--- config.mk ---
export PLATFORM = sky130hd
export DESIGN_NAME = uart_rx_core
export DESIGN_NICKNAME = d
export VERILOG_FILES = /design/src/rtl/uart_rx_core_pkg.sv /design/src/rtl/uart_rx_core_sync_fifo.sv /design/src/rtl/uart_rx_core.sv
export SDC_FILE = /design/constraint.sdc
export NUM_CORES = 1
export LEC_CHECK = 0
export CAP_MARGIN = 10
export CELL_PAD_IN_SITES_DETAIL_PLACEMENT = 0
export CELL_PAD_IN_SITES_GLOBAL_PLACEMENT = 1
export CORE_MARGIN = 1
export CORE_UTILIZATION = 50
export CTS_CLUSTER_DIAMETER = 60
export CTS_CLUSTER_SIZE = 14
export DETAILED_ROUTE_END_ITERATION = 8
export HOLD_SLACK_MARGIN = 0.02
export PLACE_DENSITY_LB_ADDON = 0.1
export RECOVER_POWER = 50
export SLEW_MARGIN = 20
export SYNTH_ARGS = -nofsm -noshare
export SYNTH_HDL_FRONTEND = slang
export SYNTH_SLANG_ARGS = --single-unit
--- constraint.sdc ---
create_clock -name clk -period 6.05 [get_ports clk]
set_input_delay 1.5125 -clock clk [delete_from_list [all_inputs] [get_ports clk]]
set_output_delay 1.5125 -clock clk [all_outputs]
set_load 0.03 [all_outputs]
--- src/rtl/uart_rx_core_pkg.sv ---
// Shared definitions for the 8N1 UART receiver: state encoding, frame width and baud timing helpers.
package uart_rx_core_pkg;

   localparam int DATA_BITS = 8;

   typedef enum logic [1:0] {
      ST_IDLE  = 2'd0,
      ST_START = 2'd1,
      ST_DATA  = 2'd2,
      ST_STOP  = 2'd3
   } rx_state_e;

   // Clock cycles per bit, rounded to nearest.
   function automatic int calc_bit_cnt(input int clk_freq, input int baud);
      return (clk_freq + baud / 2) / baud;
   endfunction

   function automatic int calc_half_cnt(input int clk_freq, input int baud);
      return calc_bit_cnt(clk_freq, baud) / 2;
   endfunction

endpackage

--- src/rtl/uart_rx_core_sync_fifo.sv ---
// First-word fall-through FIFO; pointers carry an extra wrap bit to tell full from empty.
module sync_fifo #(
   parameter int WIDTH = 8,
   parameter int DEPTH = 16
) (
   input  logic             clk,
   input  logic             rst,
   input  logic             wr_en,
   input  logic [WIDTH-1:0] wr_data,
   output logic             full,
   input  logic             rd_en,
   output logic [WIDTH-1:0] rd_data,
   output logic             empty
);

   localparam int AW = $clog2(DEPTH);

   logic [WIDTH-1:0] mem_q [DEPTH];
   logic [AW:0]      wr_ptr_q, wr_ptr_d;
   logic [AW:0]      rd_ptr_q, rd_ptr_d;
   logic             do_wr;
   logic             do_rd;

   assign empty   = (wr_ptr_q == rd_ptr_q);
   assign full    = (wr_ptr_q[AW] != rd_ptr_q[AW]) && (wr_ptr_q[AW-1:0] == rd_ptr_q[AW-1:0]);
   assign rd_data = mem_q[rd_ptr_q[AW-1:0]];

   // A simultaneous pop frees the slot, so a write into a full FIFO is still accepted.
   assign do_rd = rd_en & ~empty;
   assign do_wr = wr_en & (~full | do_rd);

   always_comb begin
      wr_ptr_d = wr_ptr_q;
      rd_ptr_d = rd_ptr_q;
      if (do_wr) begin
         wr_ptr_d = wr_ptr_q + 1'b1;
      end
      if (do_rd) begin
         rd_ptr_d = rd_ptr_q + 1'b1;
      end
   end

   always_ff @(posedge clk or posedge rst) begin
      if (rst) begin
         wr_ptr_q <= '0;
         rd_ptr_q <= '0;
      end else begin
         wr_ptr_q <= wr_ptr_d;
         rd_ptr_q <= rd_ptr_d;
      end
   end

   always_ff @(posedge clk) begin
      if (do_wr) begin
         mem_q[wr_ptr_q[AW-1:0]] <= wr_data;
      end
   end

endmodule

--- src/rtl/uart_rx_core.sv ---
// 8N1 UART receiver: 2-flop input sync, mid-bit sampling FSM, byte FIFO on a valid/ready read port,
// one-cycle framing error pulse and sticky overrun flag.
module uart_rx_core
   import uart_rx_core_pkg::*;
#(
   parameter int CLK_FREQ   = 100000000,
   parameter int BAUD       = 115200,
   parameter int FIFO_DEPTH = 16
) (
   input  logic       clk,
   input  logic       rst,
   input  logic       rx,
   output logic [7:0] rd_data,
   output logic       rd_valid,
   input  logic       rd_ready,
   output logic       frame_err,
   output logic       overrun,
   input  logic       err_clr,
   output logic       busy
);

   localparam int BIT_CNT  = calc_bit_cnt(CLK_FREQ, BAUD);
   localparam int HALF_CNT = calc_half_cnt(CLK_FREQ, BAUD);
   localparam int CW       = $clog2(BIT_CNT);

   localparam logic [CW-1:0] BIT_LAST  = CW'(BIT_CNT - 1);
   localparam logic [CW-1:0] HALF_LAST = CW'(HALF_CNT - 1);
   localparam logic [2:0]    IDX_LAST  = 3'(DATA_BITS - 1);

   logic                 rx_meta_q, rx_meta_d;
   logic                 rx_s_q, rx_s_d;
   logic [1:0]           sync_ok_q, sync_ok_d;
   rx_state_e            state_q, state_d;
   logic [CW-1:0]        cnt_q, cnt_d;
   logic [2:0]           bit_idx_q, bit_idx_d;
   logic [DATA_BITS-1:0] shreg_q, shreg_d;
   logic                 armed_q, armed_d;
   logic                 push_q, push_d;
   logic                 frame_err_q, frame_err_d;
   logic                 overrun_q, overrun_d;

   logic                 fifo_full;
   logic                 fifo_empty;
   logic                 fifo_pop;

   assign rx_meta_d = rx;
   assign rx_s_d    = rx_meta_q;
   // Marks when rx_s_q reflects the real line rather than the synchronizer reset value.
   assign sync_ok_d = {sync_ok_q[0], 1'b1};

   always_comb begin
      state_d     = state_q;
      cnt_d       = cnt_q;
      bit_idx_d   = bit_idx_q;
      shreg_d     = shreg_q;
      armed_d     = armed_q;
      push_d      = 1'b0;
      frame_err_d = 1'b0;

      unique case (state_q)
         ST_IDLE: begin
            // A start is only accepted after the line has been seen high, so a stuck-low
            // line cannot retrigger the receiver every cycle.
            if (sync_ok_q[1] && rx_s_q) begin
               armed_d = 1'b1;
            end
            if (armed_q && !rx_s_q) begin
               state_d = ST_START;
               cnt_d   = '0;
               armed_d = 1'b0;
            end
         end

         ST_START: begin
            if (cnt_q == HALF_LAST) begin
               cnt_d = '0;
               if (!rx_s_q) begin
                  state_d   = ST_DATA;
                  bit_idx_d = '0;
               end else begin
                  state_d = ST_IDLE;
               end
            end else begin
               cnt_d = cnt_q + 1'b1;
            end
         end

         ST_DATA: begin
            if (cnt_q == BIT_LAST) begin
               cnt_d   = '0;
               shreg_d = {rx_s_q, shreg_q[DATA_BITS-1:1]};
               if (bit_idx_q == IDX_LAST) begin
                  state_d = ST_STOP;
               end else begin
                  bit_idx_d = bit_idx_q + 1'b1;
               end
            end else begin
               cnt_d = cnt_q + 1'b1;
            end
         end

         ST_STOP: begin
            if (cnt_q == BIT_LAST) begin
               cnt_d   = '0;
               state_d = ST_IDLE;
               if (rx_s_q) begin
                  push_d = 1'b1;
               end else begin
                  frame_err_d = 1'b1;
               end
            end else begin
               cnt_d = cnt_q + 1'b1;
            end
         end

         default: begin
            state_d = ST_IDLE;
         end
      endcase
   end

   assign fifo_pop = rd_ready & ~fifo_empty;

   // Set has priority over clear; a full FIFO that is popped this cycle still takes the byte.
   always_comb begin
      overrun_d = overrun_q;
      if (push_q && fifo_full && !fifo_pop) begin
         overrun_d = 1'b1;
      end else if (err_clr) begin
         overrun_d = 1'b0;
      end
   end

   always_ff @(posedge clk or posedge rst) begin
      if (rst) begin
         rx_meta_q   <= 1'b1;
         rx_s_q      <= 1'b1;
         sync_ok_q   <= '0;
         state_q     <= ST_IDLE;
         cnt_q       <= '0;
         bit_idx_q   <= '0;
         shreg_q     <= '0;
         armed_q     <= 1'b0;
         push_q      <= 1'b0;
         frame_err_q <= 1'b0;
         overrun_q   <= 1'b0;
      end else begin
         rx_meta_q   <= rx_meta_d;
         rx_s_q      <= rx_s_d;
         sync_ok_q   <= sync_ok_d;
         state_q     <= state_d;
         cnt_q       <= cnt_d;
         bit_idx_q   <= bit_idx_d;
         shreg_q     <= shreg_d;
         armed_q     <= armed_d;
         push_q      <= push_d;
         frame_err_q <= frame_err_d;
         overrun_q   <= overrun_d;
      end
   end

   sync_fifo #(
      .WIDTH (DATA_BITS),
      .DEPTH (FIFO_DEPTH)
   ) u_fifo (
      .clk     (clk),
      .rst     (rst),
      .wr_en   (push_q),
      .wr_data (shreg_q),
      .full    (fifo_full),
      .rd_en   (rd_ready),
      .rd_data (rd_data),
      .empty   (fifo_empty)
   );

   assign rd_valid  = ~fifo_empty;
   assign frame_err = frame_err_q;
   assign overrun   = overrun_q;
   assign busy      = (state_q != ST_IDLE);

endmodule

# After elaboration in Yosys (flattened, before gate mapping)
# Memory sizes are Yosys's and may differ from the RTL's.
# Index checks and enable logic that the tools add are counted.
dict set report totals {
  regBits 41
  ramBits 128
  mem_count 1
}
# name depth word_bits read_ports rd_clocked_by_memory_dff wr line_no
set mem_list {}
lappend mem_list {u_fifo.mem_q 16 8 1 0 1 uart_rx_core_sync_fifo.sv:18} ;# logic [WIDTH-1:0] mem_q [DEPTH];
dict set report op_classes {
  n_addsub 4
  eq_ne 16
  n_mux 28
  bitwise 5
  reduce_logical 17
}
# cell count
set ops {}
lappend ops {{10-bit 2-to-1 mux} 3}
lappend ops {{10-bit one-hot mux with 3 select lines} 1}
lappend ops {{2-bit inequality test (second input constant)} 7}
lappend ops {{1-bit 2-to-1 mux} 12}
lappend ops {{2-bit 2-to-1 mux} 6}
lappend ops {{3-bit 2-to-1 mux} 4}
lappend ops {{10-bit by 1-bit adder with 10-bit output (second input constant)} 1}
lappend ops {{5-bit by 1-bit adder with 5-bit output (second input constant)} 2}
lappend ops {{10-bit == test (second input constant)} 1}
lappend ops {{10-bit by 9-bit == test with 1-bit output (second input constant)} 1}
lappend ops {{5-bit AND reduction} 2}
lappend ops {{2-bit one-hot mux with 4 select lines} 1}
lappend ops {{2-bit nonzero test} 4}
lappend ops {{3-bit one-hot mux with 2 select lines} 1}
lappend ops {{5-bit == test} 1}
lappend ops {{1-bit logical AND} 5}
lappend ops {{2-bit == test (second input constant)} 2}
lappend ops {{4-bit == test} 1}
lappend ops {{2-bit AND reduction} 2}
lappend ops {{3-bit by 1-bit adder with 3-bit output (second input constant)} 1}
lappend ops {{3-bit == test (second input constant)} 1}
lappend ops {{1-bit AND} 2}
lappend ops {{2-bit by 1-bit == test with 1-bit output (second input constant)} 1}
lappend ops {{1-bit logical NOT} 2}
lappend ops {{other kinds (5)} 6}

# Depth between registers and ports, before layout
# Gate-level depths: netlist of run 1.
dict set report depth {
  depth_word 7
  depth_mapped 7
  ltp_nobuf 6
}

# By module
# Synthesis of run 1 repeated with hierarchy kept, for this count alone.
dict set report hier_totals {
  hier_cells 416
  hier_area_um2 7216.9
}
# module instances cells_per_inst area_per_inst_um2
set by_module_without_submodules {}
lappend by_module_without_submodules {sync_fifo 1 268 5624.1}
lappend by_module_without_submodules {uart_rx_core 1 148 1592.8}

# Worst setup path after synthesis of run 1
# Ideal clock, no wire load.
dict set report synth_timing {
  kind {register to output}
  startpoint {reg u_fifo.rd_ptr_q[0]}
  endpoint {out rd_data[4]}
  arrival_time_ns 1.680
  path_slack_ns 2.857
  stages_incl_launch_ff 7
  path_buffers 3
  path_cell_list {dfrtp_1 > buf_6 > buf_12 > buf_6 > mux4_1 > mux2i_1 > a21oi_1}
}
dict set report synth_via {
  elab_chain_len 1
}
# item line_no
set synth_lines {}
lappend synth_lines {{from (decl)} uart_rx_core_sync_fifo.sv:20} ;# logic [AW:0] rd_ptr_q, rd_ptr_d;
lappend synth_lines {{from (signal assigned)} uart_rx_core_sync_fifo.sv:49} ;# rd_ptr_q <= rd_ptr_d;
lappend synth_lines {{memory read 16 x 8 bit} n/a}
lappend synth_lines {{to (decl)} uart_rx_core.sv:13} ;# output logic [7:0] rd_data,
# Every way passes these cells.

# Worst setup path after layout of run 1
dict set report layout_timing {
  startpoint {reg u_fifo.rd_ptr_q[2]}
  endpoint {out rd_valid}
}
dict set report layout_via {
  elab_chain_len 2
}
# item line_no
set layout_lines {}
lappend layout_lines {{5-bit == test} uart_rx_core_sync_fifo.sv:24} ;# assign empty = (wr_ptr_q == rd_ptr_q);
lappend layout_lines {{1-bit inverter} uart_rx_core.sv:176} ;# assign rd_valid = ~fifo_empty;
lappend layout_lines {{to (decl)} uart_rx_core.sv:14} ;# output logic rd_valid,
# Every way passes these cells.

==> results of run 1 <==
[through the flow]
step | power, uW | worst slack, ps
global placement | 1930 | 1770
global route | 3150 | 1160
floorplan | 1850 | 2860
CTS | 3060 | 1290
detailed placement | 1930 | 1740
finish | 3030 | 1340
[cell families after synthesis]
family | Yosys count | synth area share
AOI/OAI and AO/OA | 50 | 0.0498
other | 1 | 0.000519
adders and majority gates | 9 | 0.0156
and+or+nand+nor | 78 | 0.0642
DFF | 169 | 0.674
muxes | 54 | 0.141
xor gates and xnor gates | 16 | 0.0194
buffers and inverters | 36 | 0.0360
[path summary, 6_finish.rpt]
path	cells past startpoint	start	to
max	5	u_fifo.rd_ptr_q[2]$_DFFE_PP0P_	rd_valid
min	0	rx_meta_q$_DFF_PP1_	rx_s_q$_DFF_PP1_
max reg2reg	5	u_fifo.rd_ptr_q[2]$_DFFE_PP0P_	u_fifo.mem_q[7][1]$_DFFE_PP_
min reg2reg	0	rx_meta_q$_DFF_PP1_	rx_s_q$_DFF_PP1_
max in group asynchronous	3	rst	u_fifo.rd_ptr_q[0]$_DFFE_PP0P_
min in group asynchronous	3	rst	u_fifo.wr_ptr_q[4]$_DFFE_PP0P_
[registers in the layout, indices dropped and copies added (netlist names), named ones only]
signal,flops
u_fifo.mem_q,128
cnt_q,10
shreg_q,8
u_fifo.rd_ptr_q,5
u_fifo.wr_ptr_q,5
bit_idx_q,3
sync_ok_q,2
armed_q,1
frame_err,1
overrun,1
push_q,1
rx_meta_q,1
rx_s_q,1
state_q,1
[final cells by class]
| type | instances | area, sq um | share of cell area |
|---|---|---|---|
| inverter | 14 | 52.6 | 0.00652 |
| clock buffer | 17 | 425 | 0.0528 |
| multi-input combinational | 208 | 2090 | 0.260 |
| sequential | 169 | 4870 | 0.605 |
| clock inverter | 15 | 198 | 0.0245 |
| tap | 180 | 225 | 0.0279 |
| timing repair buffer | 21 | 194 | 0.0241 |
[power groups by stage]
stage	Combinational, uW	Sequential [uW]	Clock, uW
floorplan	533	1320	0
global placement	464	1470	0
detailed placement	468	1470	0
CTS	470	1440	1150
global route	498	1450	1200
finish	459	1440	1130
[metal layers]
layer  part of all wire  GRT usage
met2               0.48      0.314
met4              0.016     0.0739
met5                  0          0
met3              0.040     0.0516
met1               0.46      0.282
[cell usage after synthesis (5+ instances only)]
master / count
buf_2: 5
dfrtp_1: 39
o211ai_1: 5
mux4_1: 17
inv_1: 14
clkbuf_8: 6
a21oi_1: 11
nor2b_1: 14
mux4_2: 15
mux2i_1: 11
and3_1: 18
nand2_1: 16
mux2_2: 10
ha_1: 9
o21ai_1: 5
a211oi_1: 8
xnor2_1: 15
edfxtp_1: 128
==> flow_metrics.py, run 1 <==
metrics = {
    "outcome": {
        "status": "complete, but fails checks",
        "violations": "max-capacitance violations, max-slew violations",
    },
    "finish": {
        "fin_nets": 445,
        "final_cells": 624,
        "fin_area_sq_um": 8060,
        "fin_util": 0.576,
        "synthToLayoutAreaGrowth_pct": 11.5,
        "drive_gt1_frac": 0.155,
        "fill_cells": 1106,
        "n_antenna_cell": 0,
        "final_common_cell": "edfxtp_1",
        "final_cell_mix": "128 x edfxtp_1, 38 x dfrtp_1, 18 x and3_1",
    },
    "floorplanning": {
        "pin_count": 17,
        "chipHeight_um": 122,
        "rows": 43,
        "coreArea_sq_um": 14000,
        "die_x_um": 122,
        "start_util": 0.517,
        "fp.dieArea_sq_um": 14900,
    },
    "worst_setup_path": {
        "cp_max_fo": 19,
        "end_kind": "primary output",
        "critPathSlowestCell": "dfrtp_1",
        "path_delay_family": "flip-flops",
        "crit_buf_inv": 2,
        "worstPathArrival_ps": 3200,
        "cp-start-kind": "flop",
        "rrSetupSlack_ps": 2980,
        "crit_chain": "buf_4, xnor2_1, nand4_2, or2_2, clkdlybuf4s50_1",
        "critical_path_class": "flop to primary output",
        "crit_path_max_incr_delay_ps": 980,
        "crit_required_ps": 4540,
    },
    "timing": {
        "slew_viol_final": 42,
        "worst_slew_margin_rel": -0.528,
        "rsz0062_at_grt": "no",
        "worst_slew_pin_slew_ps": 2290,
        "finalSetupTns_ps": 0,
        "whs_ps": 357,
        "min_period_over_period": 0.779,
        "fin_worst_skew_ps": 8.09,
        "hold_viol": 0,
        "fin_crit_ps": 4710,
        "setup_viol": 0,
        "fmax_ghz": 0.212,
    },
    "yosys": {
        "synth_area_sq_um": 7230,
        "synth_cell_type_count": 55,
        "ys.warnings.count": 0,
        "synthCells": 413,
        "synth.top_cell.area_share": 0.531,
        "syn_nets": 427,
        "async_flop_share": 0.243,
        "avgSynthCellArea_sq_um": 17.5,
        "synthTopCellsByArea": "edfxtp_1 53%, dfrtp_1 13%, mux4_1 6.2%",
        "ys_seq_area_frac": 0.674,
        "synth-seq-cells": 169,
        "synth_edf_count": 128,
        "ys.flop_type": "edfxtp_1",
        "yosysTopAreaCell": "edfxtp_1",
    },
    "global_route": {
        "grt_pass1_vias": 3745,
        "antenna_found_initial": 0,
        "gr-usage-all-layers": 0.204,
        "grt_pass1_wl_um": 21300,
        "grt-ovfl-total": 0,
        "grt_max_degree": 42,
    },
    "cts": {
        "ctsHoldBuffers": 0,
        "cts_resized": 0,
        "cts_tree": "done",
        "clock_path_buffers": 2,
        "post_cts_buffers": 0,
        "clk_latency_ps": 420,
        "cts_root_buf": "clkbuf_16",
        "cts_sinks": 169,
        "htreeDepth": 4,
        "cts_buffers": 17,
        "clk_pin_slew_ps": 60,
    },
    "power_and_ir_drop": {
        "pwr-share-clk": 0.374,
        "p_switching_uw": 839,
        "p_sw_frac": 0.277,
        "comb_power_share": 0.151,
        "power_density_nw_per_um2": 376,
        "p_seq_frac": 0.475,
        "ir_drop_mv": 0.262,
        "p_int_uw": 2190,
        "leakage_uw": 0.00332,
    },
    "routing": {
        "drcViolationCount": 0,
        "antenna_left": 0,
        "wl_per_cell_um": 22.1,
        "viasPerCell": 5.81,
        "drt-pass1-iter-count": 6,
        "vias": 3626,
        "routed_wirelength_um": 13800,
        "drtIter0Drc": 239,
    },
    "placed_design": {
        "portBuffers": 16,
        "numPlacedInstances": 592,
        "dpl_cell_area_sq_um": 7450,
        "gp_congestion": 0.766,
        "dp.final_hpwl_um": 8750,
    },
    "hold_path": {
        "hp-class": "flop to flop",
    },
    "flow_run": {
        "maxCapViolations": 1,
    },
}
Power figures use the tool's default switching activity.
==> inputs of run 2 (changes only) <==
--- a/config.mk
+++ b/config.mk
@@ -9,7 +9,7 @@
 export CELL_PAD_IN_SITES_DETAIL_PLACEMENT = 0
 export CELL_PAD_IN_SITES_GLOBAL_PLACEMENT = 1
 export CORE_MARGIN = 1
-export CORE_UTILIZATION = 50
+export CORE_UTILIZATION = 48
 export CTS_CLUSTER_DIAMETER = 60
 export CTS_CLUSTER_SIZE = 14
 export DETAILED_ROUTE_END_ITERATION = 8
==> constraint.sdc (replaced) <==
create_clock -name clk -period 4.3 [get_ports clk]
set_input_delay 1.075 -clock clk [delete_from_list [all_inputs] [get_ports clk]]
set_output_delay 1.075 -clock clk [all_outputs]
set_load 0.03 [all_outputs]
==> run 2 against run 1 <==
Net effect:
- the run ends with design-rule violations, max-capacitance violations, max-slew violations left
- register-to-register slack got worse by 1400 ps
- hold slack improved by 5.5 ps
- global-route usage fell by 0.67 points
- sequential share of layout area fell by 0.46 points
- cell area rose by 0.76%
- core utilization fell by 2.2 points
- wire length rose by 1.5%
- clock power rose by 40%
- total power rose by 42%
- die area rose by 4.1%
- clock skew fell by 1.1 ps
- critical path type unchanged
- largest cell class unchanged
- highest routed layer unchanged
==> flow_metrics.py, run 2 (synthesis results as in run 1) <==
metrics = {
    "finish": {
        "final_common_cell": "edfxtp_1",
        "drive_gt1_frac": 0.165,
        "largest_reg_flops": 128,
        "final_cell_mix": "128 x edfxtp_1, 38 x dfrtp_1, 18 x and3_1",
        "n_antenna_cell": 0,
        "fill_cells": 1161,
        "fin_nets": 450,
        "synthToLayoutAreaGrowth_pct": 12.3,
    },
    "cts": {
        "clock_path_buffers": 2,
        "cts_resized": 0,
        "post_cts_buffers": 0,
        "cts_tree": "done",
        "htreeDepth": 4,
        "clk_pin_slew_ps": 60,
        "ctsHoldBuffers": 0,
        "cts_root_buf": "clkbuf_16",
        "cts_sinks": 169,
        "cts_buffers": 17,
        "clk_latency_ps": 420,
    },
    "routing": {
        "viasPerCell": 5.80,
        "antenna_left": 0,
        "drtIter0Drc": 269,
        "routed_wirelength_um": 14000,
        "wl_per_cell_um": 22.1,
        "vias": 3673,
        "drt-pass1-iter-count": 7,
        "drcViolationCount": 5,
    },
    "floorplanning": {
        "start_util": 0.494,
        "chipHeight_um": 125,
        "pin_count": 17,
        "fp.dieArea_sq_um": 15600,
        "die_x_um": 125,
        "coreArea_sq_um": 14600,
        "rows": 44,
    },
    "worst_setup_path": {
        "crit_required_ps": 3220,
        "critPathSlowestCell": "dfrtp_2",
        "cp-startpoint": "u_fifo.rd_ptr_q[0]$_DFFE_PP0P_",
        "crit-reg2reg-launch": "u_fifo.rd_ptr_q[3]$_DFFE_PP0P_",
        "end_kind": "primary output",
        "cp-start-kind": "flop",
        "critical_path_class": "flop to primary output",
        "crit_path_max_incr_delay_ps": 680,
        "crit_chain": "buf_4, mux4_1, a211oi_1, a21oi_1, clkdlybuf4s50_1",
        "cp_max_fo": 18,
        "worstPathArrival_ps": 2990,
    },
    "power_and_ir_drop": {
        "leakage_uw": 0.00337,
        "ir_drop_mv": 0.316,
        "power_density_nw_per_um2": 531,
    },
    "timing": {
        "fin_crit_ps": 4060,
        "worst_slew_margin_rel": -0.0431,
        "setup_ws_ps": 236,
        "worst_slew_pin_slew_ps": 1560,
        "finalSetupTns_ps": 0,
        "rsz0062_at_grt": "no",
        "fmax_ghz": 0.246,
        "hold_viol": 0,
        "min_period_over_period": 0.945,
        "setup_viol": 0,
        "slew_viol_final": 30,
        "fin_worst_skew_ps": 6.95,
    },
    "hold_path": {
        "hp-class": "flop to flop",
        "min-delay-start": "sync_ok_q[0]$_DFF_PP0_",
    },
    "flow_run": {
        "maxCapViolations": 1,
    },
    "placed_design": {
        "dp.final_hpwl_um": 8720,
        "portBuffers": 16,
        "dp_slack_ps": 611,
        "gp_congestion": 0.766,
    },
    "outcome": {
        "status": "complete, but fails checks",
        "violations": "design-rule violations, max-capacitance violations, max-slew violations",
    },
    "global_route": {
        "grt_pass1_wl_um": 22100,
        "grt_pass1_vias": 3819,
        "gr-usage-all-layers": 0.197,
        "grt_max_degree": 30,
        "antenna_found_initial": 0,
        "grt-ovfl-total": 0,
    },
}
[run 2: path summary, 6_finish.rpt]
check                                            endpoint  slack (ps)  cells past startpoint
setup / recovery                               rd_data[7]         240                      5
hold / removal                     sync_ok_q[1]$_DFF_PP0_         360                      0
max in group asynchronous  u_fifo.rd_ptr_q[0]$_DFFE_PP0P_        1390                      3
hold reg to reg                    sync_ok_q[1]$_DFF_PP0_         360                      0
setup reg to reg            u_fifo.mem_q[12][6]$_DFFE_PP_        1590                      5
min in group asynchronous          shreg_q[4]$_DFFE_PP0P_        1040                      2
[run 2: cell type report]
cell class	count	area, sq um	share of cell area
Multi-Input combinational cell	208	2100	0.259
Inverter	14	52.6	0.00647
Clock buffer	18	429	0.0528
Clock inverter	14	180	0.0222
Tap cell	184	230	0.0283
Timing Repair Buffer	26	256	0.0316
Sequential cell	169	4870	0.600
[run 2: metrics by stage]
| step | power, uW | cell area (sq um) | cells | hold WS [ps] | utilization |
|---|---|---|---|---|---|
| after global routing | 4490 | 8120 | 633 | 374 | 0.555 |
| after global placement | 2780 | 7520 | 601 | 340 | 0.513 |
| after CTS | 4350 | 8130 | 633 | 365 | 0.555 |
| after floorplan | 2600 | 7230 | 413 | 331 | - |
| final | 4310 | 8120 | 633 | 363 | 0.555 |
| after detailed placement | 2780 | 7520 | 601 | 343 | 0.513 |
[run 2: layer usage]
layer | routed length [um] | vias to the layer above | global-route usage
met5 | 0 | - | 0
met2 | 6780 | 73 | 0.306
met1 | 6520 | 1914 | 0.277
met4 | 178 | 0 | 0.0704
li1 | - | 1672 | -
met3 | 499 | 14 | 0.0404
[run 2: worst max-delay path: cells and delay by family (launching register included)]
family          cells  cell delay (ps)
mux                 1              560
compound gates      2              380
flops               1              680
buf+inv             2              950
[run 2: power by group]
part           internal [uW]  switching, uW  total [uW]
clock                    965            612        1580
sequential              1790            153        1940
combinational            367            426         793
total                   3120           1190        4310
==> inputs of run 3 (changes only) <==
--- a/config.mk
+++ b/config.mk
@@ -5,14 +5,16 @@
 export SDC_FILE = /design/constraint.sdc
 export NUM_CORES = 1
 export LEC_CHECK = 0
+export ABC_AREA = 1
 export CAP_MARGIN = 10
 export CELL_PAD_IN_SITES_DETAIL_PLACEMENT = 0
 export CELL_PAD_IN_SITES_GLOBAL_PLACEMENT = 1
 export CORE_MARGIN = 1
-export CORE_UTILIZATION = 48
+export CORE_UTILIZATION = 45
 export CTS_CLUSTER_DIAMETER = 60
 export CTS_CLUSTER_SIZE = 14
 export DETAILED_ROUTE_END_ITERATION = 8
+export GPL_TIMING_DRIVEN = 0
 export HOLD_SLACK_MARGIN = 0.02
 export PLACE_DENSITY_LB_ADDON = 0.1
 export RECOVER_POWER = 50
==> run 3 against run 2 <==
Net effect:
- the flow now finishes without violations
- total power shrank 18%
- first-iteration DRC count is 45% higher
- clock power fell by 10%
- critical endpoint is now rd_data[4]
- largest cell class unchanged
- largest power group unchanged
- highest routed layer unchanged
==> flow_metrics.py, run 3 <==
metrics = {
    "worst_setup_path": {
        "crit_required_ps": 3220,
        "crit-reg2reg-launch": "u_fifo.rd_ptr_q[1]$_DFFE_PP0P_",
        "worst_path_most_repeated_cell": "nand3_1",
        "critPathSlowestCell": "clkdlybuf4s50_1",
        "end_kind": "primary output",
        "critical_path_class": "flop to primary output",
        "cp-start-kind": "flop",
        "crit_chain": "buf_6, inv_2, clkbuf_1, o21ai_0, o211ai_1, nand3_1, nand3_1, clkdlybuf4s50_1",
        "crit_path_max_incr_delay_ps": 680,
        "rrSetupSlack_ps": 2030,
        "r2r_end": "u_fifo.mem_q[4][4]$_DFFE_PP_",
        "worstPathArrival_ps": 2900,
        "cp_max_fo": 10,
        "ff2ff_path_depth": 7,
    },
    "floorplanning": {
        "rows": 45,
        "chipHeight_um": 129,
        "pin_count": 17,
        "start_util": 0.469,
        "die_x_um": 129,
        "coreArea_sq_um": 15400,
        "fp.dieArea_sq_um": 16600,
    },
    "yosys": {
        "muxShareOfSynthArea": 0,
        "synth-seq-cells": 169,
        "synth_edf_count": 128,
        "syn_nets": 662,
        "ys_seq_area_frac": 0.673,
        "synth_xor_area_frac": 0.0169,
        "yosys.area_share.adder": 0.0156,
        "synth_compound_area_frac": 0.0930,
        "netlist_top_cells_count": "128 x edfxtp_1, 100 x nand2_1, 99 x nor2_1",
        "yosysTopAreaCell": "edfxtp_1",
        "synth-simple-area-share": 0.155,
        "synth_area_sq_um": 7230,
        "async_flop_share": 0.243,
        "yosys.cell_count.top_type": "edfxtp_1",
        "synthTopCellsByArea": "edfxtp_1 53%, dfrtp_1 13%, nand2_1 5.2%",
        "synth_cell_type_count": 33,
        "ys.warnings.count": 0,
        "synth.top_cell.area_share": 0.531,
        "ys.flop_type": "edfxtp_1",
        "avgSynthCellArea_sq_um": 11.2,
        "synth_top_family_by_area": "simple AND/OR/NAND/NOR gates",
        "synthCells": 648,
    },
    "cts": {
        "cts_root_buf": "clkbuf_16",
        "clock_path_buffers": 2,
        "post_cts_buffers": 0,
        "clk_pin_slew_ps": 60,
        "cts_sinks": 169,
        "clk_latency_ps": 420,
        "cts_buffers": 17,
        "htreeDepth": 4,
        "ctsHoldBuffers": 0,
        "cts_tree": "done",
        "cts_resized": 0,
    },
    "routing": {
        "drtIter0Drc": 390,
        "vias": 4758,
        "drt-pass1-iter-count": 4,
        "antenna_left": 0,
        "drcViolationCount": 0,
        "viasPerCell": 5.23,
        "routed_wirelength_um": 16600,
        "wl_per_cell_um": 18.3,
    },
    "power_and_ir_drop": {
        "p_seq_frac": 0.516,
        "ir_drop_mv": 0.238,
        "p_switching_uw": 827,
        "comb_power_share": 0.080,
        "leakage_uw": 0.00346,
        "p_int_uw": 2690,
        "p_sw_frac": 0.235,
        "pwr-share-clk": 0.403,
        "power_uw": 3520,
        "power_density_nw_per_um2": 424,
    },
    "finish": {
        "final_common_cell": "edfxtp_1",
        "drive_gt1_frac": 0.109,
        "fin_util": 0.539,
        "largest_reg_flops": 128,
        "n_antenna_cell": 0,
        "synthToLayoutAreaGrowth_pct": 14.9,
        "final_cell_mix": "128 x edfxtp_1, 100 x nand2_1, 99 x nor2_1",
        "fin_nets": 700,
        "fill_cells": 1384,
    },
    "flow_run": {
        "maxCapViolations": 0,
    },
    "global_route": {
        "grt_pass1_wl_um": 26400,
        "grt_max_degree": 25,
        "gr-usage-all-layers": 0.221,
        "grt-ovfl-total": 0,
        "antenna_found_initial": 0,
        "grt_pass1_vias": 4740,
    },
    "timing": {
        "hold_viol": 0,
        "setup_viol": 0,
        "fin_crit_ps": 3970,
        "fmax_ghz": 0.252,
        "finalSetupTns_ps": 0,
        "fin_worst_skew_ps": 11.8,
        "rsz0062_at_grt": "no",
        "slew_viol_final": 0,
        "worst_slew_margin_rel": 0.0411,
        "worst_slew_pin_slew_ps": 1440,
        "min_period_over_period": 0.924,
    },
    "outcome": {
        "status": "completed",
    },
    "hold_path": {
        "min-delay-start": "sync_ok_q[0]$_DFF_PP0_",
        "whs_endpoint": "sync_ok_q[1]$_DFF_PP0_",
        "hold_depth": 0,
        "hp-class": "flop to flop",
    },
    "placed_design": {
        "gp_congestion": 0.822,
        "dp.final_hpwl_um": 11200,
        "portBuffers": 16,
    },
}
==> run 3: kinds of logic after synthesis <==
logic type,count (synthesis)
compound gates,118
xor+xnor,14
other cells,1
buf+inv,67
simple gates,270
fa+ha+maj,9
flops,169
==> run 3: worst max-delay path, delay by kind of cell, from the launching register on <==
kind | cells | cell delay, ps
buf+inv | 4 | 1280
flops | 1 | 480
compound gates | 2 | 390
simple gates | 2 | 320
==> run 3: per-stage QoR <==
step / setup slack [ps] / instances / hold slack, ps / instance area, sq um
final: 328 / 910 / 353 / 8310
after global routing: 143 / 910 / 363 / 8310
after CTS: 292 / 910 / 353 / 8310
after detailed placement: 679 / 878 / 338 / 7750
after floorplan: 1830 / 648 / 331 / 7230
after global placement: 420 / 875 / 338 / 7660
==> run 3: layer usage <==
layer  GRT usage  up-vias  routed length (um)
met5           0        -                   0
met4      0.0948        0                 306
met3      0.0437       14                1040
met2       0.355      114                7890
met1       0.293     2284                7390
li1            -     2346                   -
==> run 3: layout make-up <==
| cell class | count | area (sq um) | share of cell area |
|---|---|---|---|
| inverter | 41 | 154 | 0.0185 |
| multi-input combinational | 412 | 2110 | 0.254 |
| clock buffer | 23 | 500 | 0.0602 |
| sequential | 169 | 4870 | 0.586 |
| timing repair buffer | 19 | 179 | 0.0215 |
| clock inverter | 9 | 58.8 | 0.00708 |
| tap | 211 | 264 | 0.0318 |
| buffer | 26 | 175 | 0.0211 |
==> run 3: power by group through the flow <==
stage	sequential (uW)	clock [uW]	combinational, uW
global route	1820	1510	321
finish	1820	1420	283
global placement	1850	0	282
CTS	1820	1450	291
floorplan	1840	0	210
detailed placement	1850	0	290
==> run 3: worst max-delay path by stage <==
stage,slack [ps],endpoint,cells after the start,from
after floorplan,1830,rd_data[0],8,u_fifo.rd_ptr_q[0]$_DFFE_PP0P_
after global placement,420,u_fifo.mem_q[11][4]$_DFFE_PP_,6,rd_ready
after detailed placement,680,u_fifo.mem_q[13][3]$_DFFE_PP_,6,rd_ready
after CTS,290,rd_data[5],8,u_fifo.rd_ptr_q[0]$_DFFE_PP0P_
after global routing,140,rd_data[4],8,u_fifo.rd_ptr_q[0]$_DFFE_PP0P_
final,330,rd_data[4],8,u_fifo.rd_ptr_q[0]$_DFFE_PP0P_
